`src/rtl/alu_regfile_pipe_if.sv`:
```
// Instruction-in / result-out bundle for alu_regfile_pipe.
// master drives instructions and out_ready; slave is the pipeline.
interface alu_regfile_pipe_if #(
    parameter int WIDTH = 32,
    parameter int AW    = 5
);
    logic             in_valid;
    logic             in_ready;
    logic [2:0]       op;
    logic [AW-1:0]    rs1;
    logic [AW-1:0]    rs2;
    logic [AW-1:0]    rd;
    logic             wb_en;
    logic [WIDTH-1:0] ld_data;
    logic             out_valid;
    logic             out_ready;
    logic [WIDTH-1:0] result;
    logic             zero;
    logic             carry;

    modport master (
        output in_valid, op, rs1, rs2, rd, wb_en, ld_data, out_ready,
        input  in_ready, out_valid, result, zero, carry
    );

    modport slave (
        input  in_valid, op, rs1, rs2, rd, wb_en, ld_data, out_ready,
        output in_ready, out_valid, result, zero, carry
    );
endinterface

```
`src/rtl/alu_regfile_pipe.sv`:
```
// Register file feeding a two-stage ALU pipe (S1 operand register, EX output register).
// Latency: accepted at edge k, result valid after edge k+1; write-back happens as the op enters EX.
// Backpressure: out_ready low stalls EX, then S1; in_ready drops only when both are full and stalled.
module alu_regfile_pipe #(
    parameter int WIDTH    = 32,
    parameter int DEPTH    = 32,
    parameter int ZERO_REG = 1
) (
    input  logic               clock,
    input  logic               reset_n,
    alu_regfile_pipe_if.slave  bus
);
    localparam int AW = $clog2(DEPTH);
    localparam logic [WIDTH-1:0] SHIFT_LIM = WIDTH'(WIDTH);

    typedef enum logic [2:0] {
        OP_ADD  = 3'b000,
        OP_SUB  = 3'b001,
        OP_SLL  = 3'b010,
        OP_SRL  = 3'b011,
        OP_AND  = 3'b100,
        OP_OR   = 3'b101,
        OP_XOR  = 3'b110,
        OP_LOAD = 3'b111
    } op_e;

    logic [WIDTH-1:0] regs [DEPTH];

    logic             s1_vld;
    op_e              s1_op;
    logic [AW-1:0]    s1_rd;
    logic             s1_wb;
    logic [WIDTH-1:0] s1_ld;
    logic [WIDTH-1:0] s1_a;
    logic [WIDTH-1:0] s1_b;

    logic             out_vld;
    logic [WIDTH-1:0] res_q;
    logic             zero_q;
    logic             carry_q;

    logic             ex_adv;
    logic             accept;
    logic             wr_en;
    logic [WIDTH:0]   wide;
    logic [WIDTH-1:0] alu_res;
    logic             alu_carry;
    logic [WIDTH-1:0] opa;
    logic [WIDTH-1:0] opb;

    assign ex_adv       = s1_vld && (!out_vld || bus.out_ready);
    assign bus.in_ready = reset_n && (!s1_vld || ex_adv);
    assign accept       = bus.in_valid && bus.in_ready;
    assign wr_en        = ex_adv && s1_wb && !((ZERO_REG != 0) && (s1_rd == '0));

    always_comb begin
        wide      = '0;
        alu_res   = '0;
        alu_carry = 1'b0;
        case (s1_op)
            OP_ADD: begin
                wide      = {1'b0, s1_a} + {1'b0, s1_b};
                alu_res   = wide[WIDTH-1:0];
                alu_carry = wide[WIDTH];
            end
            // The extra top bit of the widened difference is the borrow.
            OP_SUB: begin
                wide      = {1'b0, s1_a} - {1'b0, s1_b};
                alu_res   = wide[WIDTH-1:0];
                alu_carry = wide[WIDTH];
            end
            OP_SLL:  alu_res = (s1_b >= SHIFT_LIM) ? '0 : (s1_a << s1_b);
            OP_SRL:  alu_res = (s1_b >= SHIFT_LIM) ? '0 : (s1_a >> s1_b);
            OP_AND:  alu_res = s1_a & s1_b;
            OP_OR:   alu_res = s1_a | s1_b;
            OP_XOR:  alu_res = s1_a ^ s1_b;
            OP_LOAD: alu_res = s1_ld;
            default: alu_res = '0;
        endcase
    end

    // Operand read with bypass of the write landing on this same edge.
    always_comb begin
        opa = regs[bus.rs1];
        opb = regs[bus.rs2];
        if (wr_en && (s1_rd == bus.rs1)) opa = alu_res;
        if (wr_en && (s1_rd == bus.rs2)) opb = alu_res;
        if ((ZERO_REG != 0) && (bus.rs1 == '0)) opa = '0;
        if ((ZERO_REG != 0) && (bus.rs2 == '0)) opb = '0;
    end

    always_ff @(posedge clock or negedge reset_n) begin
        if (!reset_n) begin
            s1_vld <= 1'b0;
            s1_op  <= OP_ADD;
            s1_rd  <= '0;
            s1_wb  <= 1'b0;
            s1_ld  <= '0;
            s1_a   <= '0;
            s1_b   <= '0;
        end else if (accept) begin
            s1_vld <= 1'b1;
            s1_op  <= op_e'(bus.op);
            s1_rd  <= bus.rd;
            s1_wb  <= bus.wb_en;
            s1_ld  <= bus.ld_data;
            s1_a   <= opa;
            s1_b   <= opb;
        end else if (ex_adv) begin
            s1_vld <= 1'b0;
        end
    end

    always_ff @(posedge clock or negedge reset_n) begin
        if (!reset_n) begin
            out_vld <= 1'b0;
            res_q   <= '0;
            zero_q  <= 1'b0;
            carry_q <= 1'b0;
        end else if (ex_adv) begin
            out_vld <= 1'b1;
            res_q   <= alu_res;
            zero_q  <= (alu_res == '0);
            carry_q <= alu_carry;
        end else if (bus.out_ready) begin
            out_vld <= 1'b0;
        end
    end

    always_ff @(posedge clock or negedge reset_n) begin
        if (!reset_n) begin
            for (int i = 0; i < DEPTH; i++) regs[i] <= '0;
        end else if (wr_en) begin
            regs[s1_rd] <= alu_res;
        end
    end

    assign bus.out_valid = out_vld;
    assign bus.result    = res_q;
    assign bus.zero      = zero_q;
    assign bus.carry     = carry_q;
endmodule

```
`src/flat_wrapper.sv`:
```
// flat-port wrapper written by rule: the top's interface ports become plain ports
module alu_regfile_pipe_flat 
#(
    parameter int WIDTH    = 32,
    parameter int DEPTH    = 32,
    parameter int ZERO_REG = 1
)
  (clock, reset_n, bus_in_valid, bus_op, bus_rs1, bus_rs2, bus_rd, bus_wb_en, bus_ld_data, bus_out_ready, bus_in_ready, bus_out_valid, bus_result, bus_zero, bus_carry);
  alu_regfile_pipe_if #(.WIDTH(WIDTH), .AW(5)) bus_i ();
  input  logic clock;
  input  logic reset_n;
  input wire logic [$bits(bus_i.in_valid)-1:0] bus_in_valid;
  input wire logic [$bits(bus_i.op)-1:0] bus_op;
  input wire logic [$bits(bus_i.rs1)-1:0] bus_rs1;
  input wire logic [$bits(bus_i.rs2)-1:0] bus_rs2;
  input wire logic [$bits(bus_i.rd)-1:0] bus_rd;
  input wire logic [$bits(bus_i.wb_en)-1:0] bus_wb_en;
  input wire logic [$bits(bus_i.ld_data)-1:0] bus_ld_data;
  input wire logic [$bits(bus_i.out_ready)-1:0] bus_out_ready;
  output wire logic [$bits(bus_i.in_ready)-1:0] bus_in_ready;
  output wire logic [$bits(bus_i.out_valid)-1:0] bus_out_valid;
  output wire logic [$bits(bus_i.result)-1:0] bus_result;
  output wire logic [$bits(bus_i.zero)-1:0] bus_zero;
  output wire logic [$bits(bus_i.carry)-1:0] bus_carry;
  assign bus_i.in_valid = bus_in_valid;
  assign bus_i.op = bus_op;
  assign bus_i.rs1 = bus_rs1;
  assign bus_i.rs2 = bus_rs2;
  assign bus_i.rd = bus_rd;
  assign bus_i.wb_en = bus_wb_en;
  assign bus_i.ld_data = bus_ld_data;
  assign bus_i.out_ready = bus_out_ready;
  assign bus_in_ready = bus_i.in_ready;
  assign bus_out_valid = bus_i.out_valid;
  assign bus_result = bus_i.result;
  assign bus_zero = bus_i.zero;
  assign bus_carry = bus_i.carry;
  alu_regfile_pipe #(.WIDTH(WIDTH), .DEPTH(DEPTH), .ZERO_REG(ZERO_REG)) u_core (.clock(clock), .reset_n(reset_n), .bus(bus_i));
endmodule
```
`config.mk`:
```
export PLATFORM = sky130hd
export DESIGN_NAME = alu_regfile_pipe_flat
export DESIGN_NICKNAME = d
export VERILOG_FILES = /design/src/rtl/alu_regfile_pipe_if.sv /design/src/rtl/alu_regfile_pipe.sv /design/src/flat_wrapper.sv
export SDC_FILE = /design/constraint.sdc
export NUM_CORES = 2
export LEC_CHECK = 0
export BUFFER_PORTS_ARGS = -buffer_cell sky130_fd_sc_hd__buf_2
export CORE_ASPECT_RATIO = 1.5
export CORE_MARGIN = 1
export CORE_UTILIZATION = 60
export CTS_CLUSTER_DIAMETER = 60
export DETAILED_ROUTE_END_ITERATION = 12
export PLACE_DENSITY = 0.73
export SKIP_CTS_REPAIR_TIMING = 1
export SYNTH_ARGS = -nofsm -noshare
export SYNTH_HDL_FRONTEND = slang
export SYNTH_SLANG_ARGS = --single-unit
```
`constraint.sdc`:
```
create_clock -name clock -period 7.1 [get_ports clock]
set_input_delay 1.42 -clock clock [delete_from_list [all_inputs] [get_ports clock]]
set_output_delay 1.42 -clock clock [all_outputs]
set_load 0.005 [all_outputs]
```
==> qor.yml <==
outcome: "completed"
avgSynthCellArea_sq_um: 10.99
fmax_mhz: 163.8
final_nets: 5986
cp_slowest_stage_delay_ns: 0.76
criticalPathCategory: "register to register"
htreeDepth: 3
coreArea_sq_um: 111500
numPortBuffers: 90
critPathTopFamily: "compound AO/OA/AOI/OAI gates"
routed_via_density: 7.177
holdPathStages: 0
dr.pass1.iters: 6
synth_seq_cells: 1165
synth_enable_flop_cells: 0
layout_min_cycle_time_ns: 6.105
rsz0062_at_grt: "no"
finalHoldViolations: 0
post-place-cells: 7167
grt_max_degree: 184
synthToLayoutAreaGrowth_pct: 7.824
holdPathEnd: "u_core.regs[1011]$_DFFE_PN0P_"
final_common_cell: "nand2_1"
drive_gt1_share_pct: 22.11
finalMaxSlewViolations: 0
die_h_um: 412.7
ys_warn_count: 0
ios: 91
tns_ns: 0
cts_tree: "built"
dp_hpwl_mm: 146.7
rows: 150
maxSlewHeadroom_pct: 5.320
fin_crit_sh_pct: 85.98
hp-start: "u_core.regs[1011]$_DFFE_PN0P_"
clock-root-buffer: "clkbuf_16"
ant_nets: 0
path_common_cell: "buf_4"
synth_seq_area_share_pct: 43.21
setup_slack_ns: 0.9954
gr-total-overflow: 0
ys_types: 86
ys_async_sr_fraction_pct: 100.0
grt_pass1_wl_mm: 349.9
arrival_ns: 6.73
first_global_vias: 52242
final_cell_mix: "nand2_1, dfrtp_1, o21ai_0"
syn_nets: 6290
start_util_pct: 60.52
hp-class: "register to register"
setup_viol: 0
fp.dieW_um: 275.8
wl_mm: 237.1
ir_drop_mv: 0.2512
cp_max_fo: 38
numClockSinks: 1165
cts_buffers: 108
timing.rr.end: "u_core.s1_a[31]$_DFFE_PN0P_"
vias: 52901
final_cells: 7371
slowest_stage: "dfrtp_2"
synthFlopType: "dfrtp_1"
drt_iter0_markers: 6738
drc: 0
clk_latency_ns: 0.76
cts.path.max_buffers: 3
grtUsageTotal_pct: 42.75
tightest_slew_ns: 1.417
wl_per_cell_um: 32.17
rr_startpoint: "u_core.s1_b[1]$_DFFE_PN0P_"
critical_path_required_ns: 7.72
netlist_instances: 6137
worstRegToRegCells: 17
worst_clock_skew_ns: 0.04375
cap_viol_max_count: 0
leakage_nw: 30.60
antenna_found_initial: 10
crit_buf_inv: 4
syn-cell-area_sq_um: 67470
endpoint_kind: "register"
cts.clk_slew.worst_paths_ns: 0.07
dp_slack_ns: 1.478
dieArea_sq_um: 113800
gp_congestion: 1.070
cellPowerDensity_nw_per_um2: 263.7
start_kind: "register"
crit_chain: "inv_1 > buf_4 > ha_1 > or2_2 > o221ai_1 > a2111oi_2 > buf_4 > a211oi_1 > o211a_1 > o41ai_2 > and2_1 > o41ai_1 > mux2_2 > a22oi_4 > buf_4 > nand2_1 > a32o_1"
r2r_slack_ns: 1.0
-- power by group --
group          switching, W  leakage, nW  internal (W)
clock               0.00270         1.81       0.00340
sequential         0.000599         16.1       0.00723
combinational       0.00339         12.7       0.00187
-- per-layer routing --
metal | part of all wire [%] | GRT usage [%] | up-vias
li1 | - | - | 21895
met1 | 35 | 54.48 | 26997
met2 | 47 | 65.51 | 3178
met3 | 10 | 9.899 | 825
met4 | 7.5 | 28.72 | 6
met5 | 0.015 | 0 | -
-- cells in the mapped netlist, types with 6 or more instances --
master	count	area share [%]
nand2_1	1259	7.0
dfrtp_1	1165	43
o21ai_0	1090	8.1
mux4_2	738	25
clkbuf_1	536	3.0
a21oi_1	147	1.1
inv_1	130	0.72
nor2_1	103	0.57
ha_1	96	1.8
mux2i_1	77	1.1
buf_1	71	0.40
mux2_2	61	1.0
nor2b_1	48	0.45
a211oi_1	47	0.52
nand3_1	37	0.27
a32o_1	34	0.50
a22o_1	33	0.43
buf_2	33	0.24
nor3_1	29	0.22
nand2b_1	25	0.23
a21o_1	24	0.27
o211ai_1	22	0.24
nor4_1	21	0.19
o31ai_1	18	0.20
a31oi_1	17	0.16
xnor2_1	16	0.21
and2_1	14	0.13
a22oi_1	13	0.14
and3_1	13	0.12
nand4_1	12	0.11
a221o_1	11	0.16
o221ai_1	11	0.14
a221oi_1	9	0.12
and4_1	9	0.12
a2111oi_0	8	0.10
nor3b_1	8	0.089
o22ai_1	8	0.074
o41ai_1	8	0.10
a211o_1	7	0.091
clkbuf_2	7	0.052
or3_1	7	0.065
o21a_1	6	0.067
o21bai_1	6	0.067
or2_2	6	0.056
-- kinds of logic (layout without fill, tap and decap cells) --
| family | count (synthesis) | after routing | share of synthesized area (%) |
|---|---|---|---|
| mux | 876 | 876 | 26.80 |
| buf+inv | 788 | 571 | 4.542 |
| xor+xnor | 20 | 20 | 0.2596 |
| compound gates | 1580 | 1580 | 13.46 |
| flops | 1165 | 1165 | 43.21 |
| other cells | 0 | 7 | 0 |
| simple gates | 1610 | 1610 | 9.888 |
| fa+ha+maj | 98 | 98 | 1.840 |
-- stage by stage --
| step | total power, W | util, % | instance area [sq um] | hold WS, ns |
|---|---|---|---|---|
| global route | 0.01983 | 65.24 | 72740 | 0.4116 |
| detailed placement | 0.01304 | 61.93 | 69050 | 0.3836 |
| floorplan | 0.01105 | - | 67470 | 0.4413 |
| CTS | 0.01908 | 65.24 | 72730 | 0.3976 |
| global placement | 0.01295 | 61.93 | 69050 | 0.3763 |
| finish | 0.01918 | 65.25 | 72750 | 0.3959 |
-- final cells by class --
class	count	area, sq um
antenna	7	17.52
clock buffer	154	3157
clock inverter	43	526.8
fill	8523	38740
inverter	132	495.5
multi-input combinational	4184	35720
sequential	1165	29160
tap	1444	1807
timing repair buffer	242	1862
-- worst max path at each step --
stage,start,to,slack [ns],cells after the start
floorplan,u_core.s1_b[1]$_DFFE_PN0P_,u_core.bus.zero$_DFFE_PN0P_,2.14,19
global placement,u_core.s1_b[1]$_DFFE_PN0P_,u_core.s1_a[31]$_DFFE_PN0P_,1.48,17
detailed placement,u_core.s1_b[1]$_DFFE_PN0P_,u_core.s1_a[31]$_DFFE_PN0P_,1.48,17
CTS,u_core.s1_b[1]$_DFFE_PN0P_,u_core.s1_a[31]$_DFFE_PN0P_,1.44,17
global route,u_core.s1_b[1]$_DFFE_PN0P_,u_core.s1_a[31]$_DFFE_PN0P_,0.88,17
finish,u_core.s1_b[1]$_DFFE_PN0P_,u_core.s1_a[31]$_DFFE_PN0P_,1.0,17
-- worst register-to-register path, cell delays in order, from the launching register on --
cell,delay (ns)
dfrtp_2,0.76
inv_1,0.15
buf_4,0.33
ha_1,0.30
or2_2,0.29
o221ai_1,0.67
a2111oi_2,0.21
buf_4,0.22
a211oi_1,0.70
o211a_1,0.34
o41ai_2,0.14
and2_1,0.20
o41ai_1,0.37
mux2_2,0.41
a22oi_4,0.14
buf_4,0.35
nand2_1,0.11
a32o_1,0.29
-- flip-flops by register name, indices dropped and copies added, names as in the netlist --
| signal | flops |
|---|---|
| u_core.s1_rd | 5 |
| u_core.s1_b | 32 |
| u_core.bus.zero | 1 |
| u_core.s1_a | 32 |
| u_core.regs | 1024 |
| u_core.bus.result | 32 |
| u_core.bus.carry | 1 |
| u_core.bus.out_valid | 1 |
| u_core.s1_ld | 32 |
| u_core.s1_wb | 1 |
| u_core.s1_vld | 1 |
| u_core.s1_op | 3 |
Power figures use the tool's default switching activity.
